[src/rtl/rf_write_arbiter.sv]
// rf_write_arbiter
//   Shares the single register-file write port between the writeback stage
//   (WB) and the multi-cycle multiply/divide unit (MDU). MDU results are held
//   in a small FIFO. WB normally wins. A starvation counter and a WAW check on
//   the buffered addresses stall WB so the FIFO can drain.
// Ports
//   clk, rst                  clock (rising edge), async active-high reset
//   wb_valid/addr/data        WB write request; wb_stall asks WB to hold it
//   mdu_valid/addr/data       MDU result; captured only when mdu_ready=1
//   mdu_ready                 registered FIFO not-full
//   rf_we/rf_waddr/rf_wdata   RegFile write port, committed at the next edge
//   pending_cnt               FIFO occupancy
module rf_write_arbiter #(
  parameter int DATA_W       = 32,
  parameter int ADDR_W       = 5,
  parameter int FIFO_DEPTH   = 2,
  parameter int STARVE_LIMIT = 4
) (
  input  logic                          clk,
  input  logic                          rst,
  input  logic                          wb_valid,
  input  logic [ADDR_W-1:0]             wb_addr,
  input  logic [DATA_W-1:0]             wb_data,
  output logic                          wb_stall,
  input  logic                          mdu_valid,
  input  logic [ADDR_W-1:0]             mdu_addr,
  input  logic [DATA_W-1:0]             mdu_data,
  output logic                          mdu_ready,
  output logic                          rf_we,
  output logic [ADDR_W-1:0]             rf_waddr,
  output logic [DATA_W-1:0]             rf_wdata,
  output logic [$clog2(FIFO_DEPTH):0]   pending_cnt
);
  localparam int PTR_W = $clog2(FIFO_DEPTH);
  localparam int CNT_W = PTR_W + 1;
  localparam int ST_W  = $clog2(STARVE_LIMIT + 1);

  typedef struct packed {
    logic [ADDR_W-1:0] addr;
    logic [DATA_W-1:0] data;
  } ent_t;

  typedef enum logic {NORMAL, FORCE} state_t;

  ent_t                  mem_q [FIFO_DEPTH];
  logic [FIFO_DEPTH-1:0] occ_q, occ_d;
  logic [PTR_W-1:0]      rd_ptr_q, wr_ptr_q;
  logic [CNT_W-1:0]      cnt_q, cnt_d;
  logic                  ready_q;
  state_t                state_q, state_d;
  logic [ST_W-1:0]       starve_q, starve_d;

  logic empty, push, pop, grant_wb, stall_c, addr_hit, waw_hit;
  ent_t sel;

  assign empty = (cnt_q == '0);
  // ready_q is the registered not-full, so a full FIFO never pushes even if
  // it pops in the same cycle.
  assign push  = mdu_valid && ready_q;

  // WAW: WB targets a register that an older buffered MDU result will write.
  always_comb begin
    addr_hit = 1'b0;
    for (int i = 0; i < FIFO_DEPTH; i++)
      if (occ_q[i] && (mem_q[i].addr == wb_addr)) addr_hit = 1'b1;
  end
  assign waw_hit = wb_valid && (wb_addr != '0) && addr_hit;

  always_comb begin
    pop      = 1'b0;
    grant_wb = 1'b0;
    stall_c  = 1'b0;
    state_d  = state_q;
    starve_d = starve_q;
    case (state_q)
      NORMAL: begin
        if (waw_hit) begin
          pop     = 1'b1;
          stall_c = 1'b1;
        end else if (wb_valid) begin
          grant_wb = 1'b1;
        end else if (!empty) begin
          pop = 1'b1;
        end
        if (grant_wb && !empty) begin
          if (starve_q == ST_W'(STARVE_LIMIT - 1)) begin
            state_d  = FORCE;
            starve_d = '0;
          end else begin
            starve_d = starve_q + 1'b1;
          end
        end else if (pop || empty) begin
          starve_d = '0;
        end
      end
      FORCE: begin
        // FIFO is non-empty here: WB won the entry cycle, so nothing popped.
        pop      = 1'b1;
        stall_c  = wb_valid;
        state_d  = NORMAL;
        starve_d = '0;
      end
      default: state_d = NORMAL;
    endcase
  end

  assign sel = grant_wb ? ent_t'{addr: wb_addr, data: wb_data} : mem_q[rd_ptr_q];

  // Writes to r0 still complete their handshake but never reach the RegFile.
  assign rf_we       = !rst && (grant_wb || pop) && (sel.addr != '0);
  assign rf_waddr    = sel.addr;
  assign rf_wdata    = sel.data;
  assign wb_stall    = !rst && stall_c;
  assign mdu_ready   = ready_q;
  assign pending_cnt = cnt_q;

  always_comb begin
    occ_d = occ_q;
    if (pop)  occ_d[rd_ptr_q] = 1'b0;
    if (push) occ_d[wr_ptr_q] = 1'b1;
    cnt_d = cnt_q + CNT_W'(push) - CNT_W'(pop);
  end

  always_ff @(posedge clk or posedge rst) begin
    if (rst) begin
      occ_q    <= '0;
      rd_ptr_q <= '0;
      wr_ptr_q <= '0;
      cnt_q    <= '0;
      ready_q  <= 1'b0;
      state_q  <= NORMAL;
      starve_q <= '0;
    end else begin
      occ_q    <= occ_d;
      cnt_q    <= cnt_d;
      ready_q  <= (cnt_d != CNT_W'(FIFO_DEPTH));
      state_q  <= state_d;
      starve_q <= starve_d;
      if (pop)  rd_ptr_q <= rd_ptr_q + 1'b1;
      if (push) wr_ptr_q <= wr_ptr_q + 1'b1;
    end
  end

  // Payload storage needs no reset; occ_q qualifies every entry.
  always_ff @(posedge clk) begin
    if (push) mem_q[wr_ptr_q] <= ent_t'{addr: mdu_addr, data: mdu_data};
  end

`ifndef SYNTHESIS
  a_no_pop_empty: assert property (@(posedge clk) disable iff (rst) pop |-> !empty);
`endif
endmodule

[config.mk]
export PLATFORM = sky130hd
export DESIGN_NAME = rf_write_arbiter
export DESIGN_NICKNAME = d
export VERILOG_FILES = /design/src/rtl/rf_write_arbiter.sv
export SDC_FILE = /design/constraint.sdc
export NUM_CORES = 1
export LEC_CHECK = 0
export ABC_CLOCK_PERIOD_IN_PS = 3950
export BUFFER_PORTS_ARGS = -buffer_cell sky130_fd_sc_hd__buf_2
export CAP_MARGIN = 10
export CORE_MARGIN = 1
export CORE_UTILIZATION = 40
export CTS_CLUSTER_DIAMETER = 200
export DETAILED_ROUTE_END_ITERATION = 8
export GPL_TIMING_DRIVEN = 0
export SYNTH_ARGS = -nofsm -noshare
export SYNTH_HDL_FRONTEND = slang
export SYNTH_SLANG_ARGS = --single-unit
[constraint.sdc]
create_clock -name clk -period 3.95 [get_ports clk]
set_input_delay 0.5925 -clock clk [delete_from_list [all_inputs] [get_ports clk]]
set_output_delay 0.5925 -clock clk [all_outputs]
set_load 0.05 [all_outputs]
==> metrics <==
CP max stage cell or4_1; drt first pass iters 4; critical path class in2out; register-to-register setup slack 1.56 ns; Yosys warnings 0; Die Y 101 um; total track usage 14.6%; Switch Pwr 0.00130 W; maximum vdd drop 0.000304 V; fin nets 437; Core ar. 9370 sq um; Synth Area per Inst 17.5 sq um; syn_nets 305; switching share of power 39.1%; crit path time final 3.40 ns; clock-pin slew on the worst setup and hold paths 0.09 ns; Setup Viol. Count Final 0; post-cts hold buffer count 0; final hold vios 0; IO buf count 119; DR WL/cell 14.6 um; Via density 4.78; antenna violations before repair 0; relative slew slack 60.5%; Synth area leaders edfxtp_1 (57%), mux2_2 (13%), mux2_4 (11%), dfrtp_1 (7.0%), xnor2_1 (3.1%); Post-DRT Antenna Nets 0; first-pass GRT wire length 11.0 mm; number of antenna diodes 0; CP arrival 2.81 ns; largest net degree at the start of global routing 23; WL met3 358 um; drt total wl 7.16 mm; CP Depth 8; TritonCTS clock tree yes; full die area 10200 sq um; Buf/Inv on CP 3; hold crit path type in2async; CTS HTree Levels 3; R2R Path End mdu_ready$_DFF_PP0_; CTS resizes 0; Post-CTS Setup Repair Bufs 0; CTS Buffer Depth 2; hpwl dp 5.06 mm; Detailed Route Iter0 Violations 59; post-synth top area share 56.6%; Cell Area, Synth 3930 sq um; clock share of power 16.7%; clock latency on the worst-skew pair 0.35 ns; Critical Path RT 3.36 ns; Syn Inst Count 224; Max Slew Vio Count 0; sequential share of the synthesized area 63.6%; Overflow after GRT 0; row cnt 35; CP startpoint kind input pin; Synth area leader edfxtp_1; Top Metal Used met4; period utilisation layout 86.1%; maxcap violations 0; LEAKAGE 1.99 nW; delay of the slowest critical-path stage 0.54 ns; root buffer cell clkbuf_8; CTS sink cnt 85; design area 4910 sq um; P_int 0.00202 W; DRC 0; family with the most delay on the worst path simple AND/OR/NAND/NOR gates; status finished, final reports clean; RSZ-0062 raised after global routing no; vias in the first global route 2261; crit end category primary output; RePlAce Congestion 0.784; via count 2342; placed inst area 4740 sq um; die width 101 um; Logic pwr share 44.7%; Layout Skew 0.00888 ns; crit-path cells buf_2, or4_1, nor2_2, nor3_1, nor3_4, buf_6, mux2_4, buf_2; Starting Density 41.9%; R2R cell count 11; CTS buffer count 9; Synth cell types 29; Final Util 52.4%; layout cell share with drive strength beyond 1 60.9%; fmax 294 MHz; synthesized flop and latch total 85; Reg-to-Reg Start mem_q[0][36]$_DFFE_PP_; sequential power share 38.7%; Metal-1 WL 3.07 mm; io pins 120; pin slew with the least headroom to its limit 0.592 ns; area grow syn2layout 25.1%; most used cell, CP buf_2; met2 wire len 3.59 mm; Power Density 675 nW/um^2; Critical Path Fanout Max 10
-- final cells by class --
class / count / area [sq um]
inverters: 3 / 11.3
fillers: 814 / 4460
well taps: 129 / 161
repair buffers: 121 / 643
plain buffers: 9 / 63.8
multi-input cells: 127 / 1370
flip-flops and latches: 85 / 2500
clock inverters: 6 / 45.0
clock buffers: 10 / 128
-- routing by layer --
metal  global-route usage, %  up-vias
li1                        -     1125
met1                    17.7     1136
met2                    24.5       70
met3                    3.40       11
met4                    7.36        0
met5                       0        -
-- cell usage after synthesis (all sizes together) --
master,instances
nand4,2
nor4,1
buf,4
a2111oi,1
o21ai,1
o22a,1
xnor2,14
inv,3
o31ai,1
o32a,1
o311a,1
and3,1
dfrtp,11
ha,3
nor3b,1
and4b,1
clkbuf,5
or4,3
nand2,4
and4bb,2
mux2,75
nor2,5
nand2b,4
nor3,5
edfxtp,74
-- power groups by stage --
| stage | Sequential, W | Combinational, W | Clock [W] |
|---|---|---|---|
| 4_1_cts | 0.00128 | 0.00151 | 0.000571 |
| 5_1_grt | 0.00130 | 0.00159 | 0.000604 |
| 3_3_place_gp | 0.00131 | 0.00146 | 0 |
| 6_report | 0.00128 | 0.00148 | 0.000554 |
| 2_1_floorplan | 0.00134 | 0.00113 | 0 |
| 3_5_place_dp | 0.00131 | 0.00150 | 0 |
-- placed cells by master (no fill, tap or decap), types with 2 or more instances in the layout --
cell type / synthesis / routed
edfxtp_1: 74 / 74
nand2b_1: 4 / 4
nand4_1: 2 / 2
dfrtp_1: 11 / 11
clkbuf_1: 5 / 6
nor3_1: 4 / 4
clkbuf_8: 0 / 9
buf_6: 4 / 4
mux2_2: 44 / 44
clkinvlp_4: 0 / 2
buf_2: 0 / 119
or4_1: 3 / 3
nand2_1: 4 / 4
inv_1: 3 / 3
inv_6: 0 / 3
xnor2_1: 14 / 14
ha_1: 3 / 3
mux2_4: 30 / 30
and4bb_2: 2 / 2
nor2_1: 4 / 3
-- flip-flops by register name (all words and copies together) (netlist names) --
register,cells
mem_q,74
starve_q,3
state_q,1
mdu_ready,1
wr_ptr_q,1
rd_ptr_q,1
pending_cnt,2
occ_q,2
-- per-stage QoR --
| stage | instances | TNS, ns | power [W] | hold WS (ns) | setup WS, ns |
|---|---|---|---|---|---|
| global route | 490 | 0 | 0.00349 | 0.285 | 0.401 |
| global placement | 472 | -0.978 | 0.00277 | 0.503 | -0.0846 |
| CTS | 490 | 0 | 0.00336 | 0.259 | 0.484 |
| finish | 490 | 0 | 0.00332 | 0.263 | 0.549 |
| floorplan | 224 | 0 | 0.00247 | 0.453 | 0.955 |
| detailed placement | 474 | 0 | 0.00281 | 0.507 | 0.486 |
-- worst max path at each step --
stage	slack, ns	startpoint	to
final	0.55	wb_addr[1]	rf_wdata[14]
after global routing	0.40	wb_addr[1]	rf_wdata[14]
after CTS	0.48	wb_addr[1]	rf_wdata[17]
after detailed placement	0.49	wb_addr[1]	rf_wdata[17]
after global placement	-0.08	mdu_valid	occ_q[0]$_DFF_PP0_
after floorplan	0.96	wb_addr[1]	rf_wdata[31]
-- cell families after synthesis --
family | synth area share [%]
flip-flops | 63.6
adder cells (fa/ha/maj) | 0.956
AO/OA/AOI/OAI | 1.31
XOR/XNOR | 3.12
multiplexers | 24.4
buffers and inverters | 1.91
AND/OR/NAND/NOR | 4.78
No activity file was read; power rests on OpenSTA's default activity.
